<file path="config.mk">
export PLATFORM = sky130hd
export DESIGN_NAME = spi_bus_arbiter
export DESIGN_NICKNAME = d
export VERILOG_FILES = /design/src/rtl/spi_arb_pkg.sv /design/src/rtl/spi_arb_pinmux.sv /design/src/rtl/spi_bus_arbiter.sv
export SDC_FILE = /design/constraint.sdc
export NUM_CORES = 1
export LEC_CHECK = 0
export ABC_CLOCK_PERIOD_IN_PS = 1650
export CAP_MARGIN = 20
export CORE_AREA = 2 2 39 41
export CTS_BUF_LIST = sky130_fd_sc_hd__clkbuf_4
export DETAILED_ROUTE_END_ITERATION = 10
export DIE_AREA = 0 0 41 43
export GPL_TIMING_DRIVEN = 1
export PLACE_DENSITY = 0.85
export RECOVER_POWER = 50
export SYNTH_ARGS = -nofsm -noshare
export SYNTH_HDL_FRONTEND = slang
export SYNTH_SLANG_ARGS = --single-unit
export TNS_END_PERCENT = 20
</file>
<file path="constraint.sdc">
create_clock -name clk -period 1.65 [get_ports clk]
set_input_delay 0.33 -clock clk [delete_from_list [all_inputs] [get_ports clk]]
set_output_delay 0.33 -clock clk [all_outputs]
set_load 0.05 [all_outputs]
</file>
<file path="src/rtl/spi_arb_pkg.sv">
// Shared types and helpers for the two-requester SPI bus arbiter.
package spi_arb_pkg;

  typedef enum logic [1:0] {
    IDLE = 2'd0,
    GNT0 = 2'd1,
    GNT1 = 2'd2,
    GAP  = 2'd3
  } arb_state_t;

  // Requester IDs as stored in last_served.
  localparam logic REQ_ID0 = 1'b0;
  localparam logic REQ_ID1 = 1'b1;

  // Cycle-count parameters of zero behave as one.
  function automatic int unsigned at_least_one(input int unsigned v);
    return (v == 0) ? 1 : v;
  endfunction

endpackage

</file>
<file path="src/rtl/spi_arb_pinmux.sv">
// Pin and MISO steering for the shared SPI bus, selected by the registered arbiter state.
module spi_arb_pinmux
  import spi_arb_pkg::*;
(
  input  arb_state_t state,
  input  logic       m0_sclk,
  input  logic       m0_mosi,
  input  logic       m0_cs_n,
  input  logic       m1_sclk,
  input  logic       m1_mosi,
  input  logic       m1_cs_n,
  input  logic       spi_miso,
  output logic       spi_clk,
  output logic       spi_mosi,
  output logic       spi_cs1,
  output logic       spi_cs2,
  output logic       m0_miso,
  output logic       m1_miso
);

  // Owner drives the pins; everyone else is masked to an idle bus.
  always_comb begin
    spi_clk  = 1'b0;
    spi_mosi = 1'b0;
    spi_cs1  = 1'b1;
    spi_cs2  = 1'b1;
    m0_miso  = 1'b0;
    m1_miso  = 1'b0;
    case (state)
      GNT0: begin
        spi_clk  = m0_sclk;
        spi_mosi = m0_mosi;
        spi_cs1  = m0_cs_n;
        m0_miso  = spi_miso;
      end
      GNT1: begin
        spi_clk  = m1_sclk;
        spi_mosi = m1_mosi;
        spi_cs2  = m1_cs_n;
        m1_miso  = spi_miso;
      end
      default: ;
    endcase
  end

endmodule

</file>
<file path="src/rtl/spi_bus_arbiter.sv">
// Arbitrates the single SPI pin set between two engines, one whole transaction
// per grant, with a chip-select deassert gap between owners.
// Optional grant timeout enabled by defining SPI_ARB_TIMEOUT_EN.
module spi_bus_arbiter
  import spi_arb_pkg::*;
#(
  parameter bit          RR             = 1'b1,
  parameter int unsigned CS_GAP_CYCLES  = 2,
  parameter int unsigned TIMEOUT_CYCLES = 4096
) (
  input  logic clk,
  input  logic rst_n,
  input  logic req0,
  output logic gnt0,
  input  logic m0_sclk,
  input  logic m0_mosi,
  input  logic m0_cs_n,
  output logic m0_miso,
  input  logic req1,
  output logic gnt1,
  input  logic m1_sclk,
  input  logic m1_mosi,
  input  logic m1_cs_n,
  output logic m1_miso,
  output logic spi_clk,
  output logic spi_mosi,
  input  logic spi_miso,
  output logic spi_cs1,
  output logic spi_cs2,
  output logic busy,
  output logic timeout_err
);

  localparam int unsigned GAP_N = at_least_one(CS_GAP_CYCLES);
  localparam int unsigned GAP_W = $clog2(GAP_N) + 1;

  arb_state_t       state, state_n;
  logic [GAP_W-1:0] gap_cnt, gap_cnt_n;
  logic             last_served, last_served_n;
  logic             req0_eff_c, req1_eff_c;
  logic             tmo_hit_c;

`ifdef SPI_ARB_TIMEOUT_EN
  localparam int unsigned TMO_N = at_least_one(TIMEOUT_CYCLES);
  localparam int unsigned TMO_W = $clog2(TMO_N) + 1;

  logic [TMO_W-1:0] tmo_cnt;
  logic             stale0, stale1;

  // Grant overrun: owner still requesting when the grant budget is spent.
  always_comb begin
    tmo_hit_c = (((state == GNT0) && req0) || ((state == GNT1) && req1)) &&
                (tmo_cnt == TMO_W'(TMO_N - 1));
  end

  assign req0_eff_c = req0 & ~stale0;
  assign req1_eff_c = req1 & ~stale1;

  // Grant length counter, stale-requester flags and the timeout pulse.
  always_ff @(posedge clk or negedge rst_n) begin
    if (!rst_n) begin
      tmo_cnt     <= '0;
      stale0      <= 1'b0;
      stale1      <= 1'b0;
      timeout_err <= 1'b0;
    end else begin
      if ((state == GNT0 || state == GNT1) && (state_n == state))
        tmo_cnt <= tmo_cnt + TMO_W'(1);
      else
        tmo_cnt <= '0;
      stale0      <= (tmo_hit_c && (state == GNT0)) | (stale0 & req0);
      stale1      <= (tmo_hit_c && (state == GNT1)) | (stale1 & req1);
      timeout_err <= tmo_hit_c;
    end
  end
`else
  logic unused_timeout_cfg;

  assign req0_eff_c         = req0;
  assign req1_eff_c         = req1;
  assign tmo_hit_c          = 1'b0;
  assign timeout_err        = 1'b0;
  assign unused_timeout_cfg = ^32'(TIMEOUT_CYCLES);
`endif

  // Next-state logic: grant selection in IDLE, release/timeout in GNTx, gap count.
  always_comb begin
    state_n       = state;
    gap_cnt_n     = gap_cnt;
    last_served_n = last_served;
    case (state)
      IDLE: begin
        gap_cnt_n = '0;
        if (req0_eff_c && req1_eff_c)
          state_n = (RR && (last_served == REQ_ID0)) ? GNT1 : GNT0;
        else if (req0_eff_c)
          state_n = GNT0;
        else if (req1_eff_c)
          state_n = GNT1;
      end
      GNT0: begin
        last_served_n = REQ_ID0;
        if (!req0 || tmo_hit_c) begin
          state_n   = GAP;
          gap_cnt_n = '0;
        end
      end
      GNT1: begin
        last_served_n = REQ_ID1;
        if (!req1 || tmo_hit_c) begin
          state_n   = GAP;
          gap_cnt_n = '0;
        end
      end
      GAP: begin
        if (gap_cnt == GAP_W'(GAP_N - 1))
          state_n = IDLE;
        else
          gap_cnt_n = gap_cnt + GAP_W'(1);
      end
      default: state_n = IDLE;
    endcase
  end

  // State register and registered grant/busy outputs.
  always_ff @(posedge clk or negedge rst_n) begin
    if (!rst_n) begin
      state       <= IDLE;
      gap_cnt     <= '0;
      last_served <= REQ_ID1;
      gnt0        <= 1'b0;
      gnt1        <= 1'b0;
      busy        <= 1'b0;
    end else begin
      state       <= state_n;
      gap_cnt     <= gap_cnt_n;
      last_served <= last_served_n;
      gnt0        <= (state_n == GNT0);
      gnt1        <= (state_n == GNT1);
      busy        <= (state_n != IDLE);
    end
  end

  spi_arb_pinmux u_pinmux (
    .state    (state),
    .m0_sclk  (m0_sclk),
    .m0_mosi  (m0_mosi),
    .m0_cs_n  (m0_cs_n),
    .m1_sclk  (m1_sclk),
    .m1_mosi  (m1_mosi),
    .m1_cs_n  (m1_cs_n),
    .spi_miso (spi_miso),
    .spi_clk  (spi_clk),
    .spi_mosi (spi_mosi),
    .spi_cs1  (spi_cs1),
    .spi_cs2  (spi_cs2),
    .m0_miso  (m0_miso),
    .m1_miso  (m1_miso)
  );

endmodule

</file>
==> metrics.txt <==
# TYPE chip_impl_metric gauge
chip_impl_metric{name="vdd_drop_max",unit="mV"} 0.9870
chip_impl_metric{name="crit_path_max_fanout",unit=""} 5
chip_impl_metric{name="clk_path_buf_depth",unit=""} 2
chip_impl_metric{name="drt_first_iter_violations",unit=""} 8
chip_impl_metric{name="drive_above_1_share",unit="%"} 44.87
chip_impl_info{name="end_kind",value="output pin"} 1
chip_impl_metric{name="cts_buffers",unit=""} 3
chip_impl_metric{name="syn_avg_cell_area",unit="µm²"} 10.57
chip_impl_metric{name="track_usage",unit="%"} 15.86
chip_impl_metric{name="clk_pin_slew_worst_paths",unit="ns"} 0.06
chip_impl_metric{name="post_drt_antenna_nets",unit=""} 0
chip_impl_metric{name="initial_core_util",unit="%"} 38.97
chip_impl_info{name="min-delay-path-class",value="input port to async pin"} 1
chip_impl_info{name="grt_setup_unrepaired",value="true"} 1
chip_impl_metric{name="drt_first_pass_iters",unit=""} 4
chip_impl_metric{name="total_leakage_power",unit="nW"} 0.3878
chip_impl_metric{name="grt_pass1_wl",unit="µm"} 1897
chip_impl_metric{name="fin_setup_tns",unit="ns"} -0.1185
chip_impl_metric{name="fin_ws",unit="ns"} -0.04769
chip_impl_metric{name="antenna_found_initial",unit=""} 0
chip_impl_info{name="cts_root_buffer",value="clkbuf_4"} 1
chip_impl_metric{name="drc",unit=""} 0
chip_impl_metric{name="worst_skew_pair.late_latency",unit="ns"} 0.26
chip_impl_metric{name="drt-vias-per-instance",unit=""} 4.894
chip_impl_info{name="violations",value="setup timing"} 1
chip_impl_metric{name="max_freq",unit="GHz"} 0.5890
chip_impl_info{name="worst_path_max_delay_cell",value="dfrtp_2"} 1
chip_impl_metric{name="floorplan.die.width",unit="µm"} 41
chip_impl_metric{name="final_hold_viol_count",unit=""} 0
chip_impl_info{name="top_delay_family_on_crit_path",value="flip-flops"} 1
chip_impl_metric{name="drt_wl_total",unit="µm"} 1254
chip_impl_metric{name="vias",unit=""} 460
chip_impl_metric{name="powerDensity",unit="nW/µm²"} 2169
chip_impl_metric{name="synth_sequential_area_ratio",unit="%"} 37.35
chip_impl_metric{name="hpwl",unit="µm"} 977.2
chip_impl_info{name="clock_tree_from_tritoncts",value="built"} 1
chip_impl_metric{name="wl_per_cell",unit="µm"} 13.34
chip_impl_metric{name="synth_nets",unit=""} 67
chip_impl_metric{name="die_h",unit="µm"} 43
chip_impl_metric{name="worst_clock_skew",unit="ns"} 0.01054
chip_impl_metric{name="finalWeightedCongestion",unit=""} 0.7919
chip_impl_metric{name="cap_viol_max_count",unit=""} 0
chip_impl_metric{name="post_layout_total_power",unit="mW"} 1.992
chip_impl_metric{name="crit_path_max_incr_delay",unit="ns"} 0.45
chip_impl_metric{name="cp_data_required_time",unit="ns"} 1.32
chip_impl_metric{name="setup-violations-final",unit=""} 3
chip_impl_metric{name="synthesis.area",unit="µm²"} 539.3
chip_impl_info{name="outcome",value="finished with violations"} 1
chip_impl_metric{name="clock_tree.htree_level_count",unit=""} 1
chip_impl_metric{name="port_buffers",unit=""} 19
chip_impl_metric{name="first_global_vias",unit=""} 449
chip_impl_metric{name="placement_rows",unit=""} 14
chip_impl_metric{name="die-area",unit="µm²"} 1763
chip_impl_info{name="synth_top_cell_by_area",value="dfrtp_1"} 1
chip_impl_metric{name="boundaryPins",unit=""} 21
chip_impl_metric{name="timing.max_slew.rel_slack",unit="%"} 60.65
chip_impl_metric{name="synth.distinct_cells",unit=""} 25
chip_impl_info{name="timing.setup.critical_path_class",value="register to output pin"} 1
chip_impl_metric{name="arrival",unit="ns"} 1.37
chip_impl_info{name="cells_taking_the_most_area_after_synthesis",value="dfrtp_1 32%, ha_1 12%, a2111oi_4 5.1%"} 1
chip_impl_metric{name="worstPathBufferInverterCount",unit=""} 2
chip_impl_metric{name="dp.cells",unit=""} 88
chip_impl_metric{name="globalRouteOverflowTotal",unit=""} 0
chip_impl_metric{name="synth.yosys.warnings",unit=""} 0
chip_impl_metric{name="core_area",unit="µm²"} 1384
chip_impl_metric{name="drv_slew",unit=""} 0
chip_impl_metric{name="final_nets",unit=""} 95
chip_impl_metric{name="place_worst_setup_slack",unit="ns"} -0.08812
chip_impl_metric{name="area_growth_syn_to_layout",unit="%"} 70.30
chip_impl_metric{name="yosys.area.top_type_share",unit="%"} 32.48
chip_impl_metric{name="postSynthCellCount",unit=""} 51
chip_impl_metric{name="final_cell_count_no_fill",unit=""} 94
chip_impl_metric{name="cts_hold_repair.buffers",unit=""} 0
chip_impl_metric{name="grt_max_degree",unit=""} 9
chip_impl_info{name="critical_path_startpoint_category",value="register"} 1
chip_impl_metric{name="yosys_register_bits",unit=""} 8
chip_impl_metric{name="tightest_slew",unit="ns"} 0.5927
chip_impl_metric{name="n_fill_cell",unit=""} 106
chip_impl_metric{name="sinks_on_clock_net",unit=""} 8
chip_impl_metric{name="n_antenna_cell",unit=""} 0
chip_impl_metric{name="period_needed",unit="ns"} 1.698
chip_impl_metric{name="final_min_period_over_clock_period",unit="%"} 102.9
chip_impl_info{name="timing.critical_path.cells",value="inv_4 -> ha_4 -> a22oi_2 -> nor2b_4 -> buf_12"} 1
through the flow:
step                      area [µm²]  util [%]  hold slack [ns]
after global routing           918.4     66.37           0.4552
after floorplan                549.3         -          0.03441
after CTS                      920.9     66.55           0.3637
after detailed placement       814.5     58.86           0.5407
final                          918.4     66.37           0.4162
after global placement         814.5     58.86           0.5410
synthesized netlist by cell type:
library cell / number
a2111oi_4: 1
o21ai_0: 3
mux2_2: 1
or2b_1: 1
ha_1: 5
dfstp_2: 1
a21oi_1: 1
nor2b_1: 2
a22o_1: 2
inv_1: 6
a22o_4: 1
nand2b_1: 2
a22oi_1: 2
conb_1: 1
a21oi_2: 1
and2_1: 1
dfrtp_1: 7
a222oi_1: 1
nand3b_1: 1
nand3_1: 1
and2_2: 1
and2b_1: 2
nor3b_2: 2
buf_4: 1
nor2_1: 4
placed cells by master (no fill, tap or decap), drive strengths merged, types with 2 or more instances in the layout:
cell type	synthesis	layout
inv	6	6
a21oi	2	2
ha	5	5
buf	1	12
nor2b	2	2
and2	2	2
nor3b	2	2
a22oi	2	2
and2b	2	2
nor2	4	4
nand2b	2	2
dfrtp	7	7
clkbuf	0	6
a22o	3	3
o21ai	3	3
clkdlybuf4s50	0	9
routing by layer:
| metal | vias to the layer above | global-route usage (%) | share of wire (%) |
|---|---|---|---|
| met5 | - | 0 | 0 |
| met4 | 0 | 0.6667 | 0 |
| met2 | 11 | 27.19 | 56 |
| met1 | 222 | 17.70 | 39 |
| li1 | 227 | - | - |
| met3 | 0 | 7.853 | 4.3 |
path summary, 6_finish.rpt:
path / start / to / slack (ns) / depth (start not counted)
worst min-delay path: rst_n / gap_cnt[1]$_DFFE_PN0P_ / 0.42 / 1
min in group clk: gap_cnt[1]$_DFFE_PN0P_ / gap_cnt[1]$_DFFE_PN0P_ / 0.55 / 2
max in group asynchronous: rst_n / last_served$_DFFE_PN1P_ / 0.92 / 1
worst min register to register: gap_cnt[1]$_DFFE_PN0P_ / gap_cnt[1]$_DFFE_PN0P_ / 0.55 / 2
worst max-delay path: state[0]$_DFF_PN0_ / spi_clk / -0.05 / 5
worst max register to register: state[1]$_DFF_PN0_ / gap_cnt[0]$_DFFE_PN0P_ / 0.07 / 7
state kept, by name (all words and copies together) (netlist names):
register and cells:
gnt1 1, last_served 1, gnt0 1, gap_cnt 2
state 2, busy 1
timing repair:
| action | 4_1_cts | 5_1_grt |
|---|---|---|
| pin swaps | 2 | 0 |
| cloned | 0 | 0 |
| setup endpoints to repair | 5 | 11 |
| buffers inserted | 2 | 0 |
| gates resized for setup | 13 | 2 |
| endpoints found under the hold margin | 0 | 0 |
cell families after synthesis:
group                    after synthesis  share of synthesized area (%)
buffers and inverters                  7                          5.569
other                                  1                         0.6954
AND/OR/NAND/NOR                       17                          21.11
flip-flops                             8                          37.36
AO/OA/AOI/OAI                         12                          21.58
adder cells (fa/ha/maj)                5                          11.60
multiplexers                           1                          2.088
area by class of cell:
class / count / area [µm²] / share of cell area, %
repair buffers: 24 / 267.8 / 29.16
inverters: 6 / 25.02 / 2.725
well taps: 16 / 20.02 / 2.180
flip-flops and latches: 8 / 202.7 / 22.07
multi-input cells: 36 / 372.9 / 40.60
clock buffers: 4 / 30.03 / 3.270
power by group:
part / internal [mW] / switching [mW] / leakage, nW
sequential: 0.291 / 0.0607 / 0.0991
combinational: 0.700 / 0.762 / 0.270
clock: 0.109 / 0.0689 / 0.0184
total: 1.10 / 0.892 / 0.388
Power figures use the tool's default switching activity.
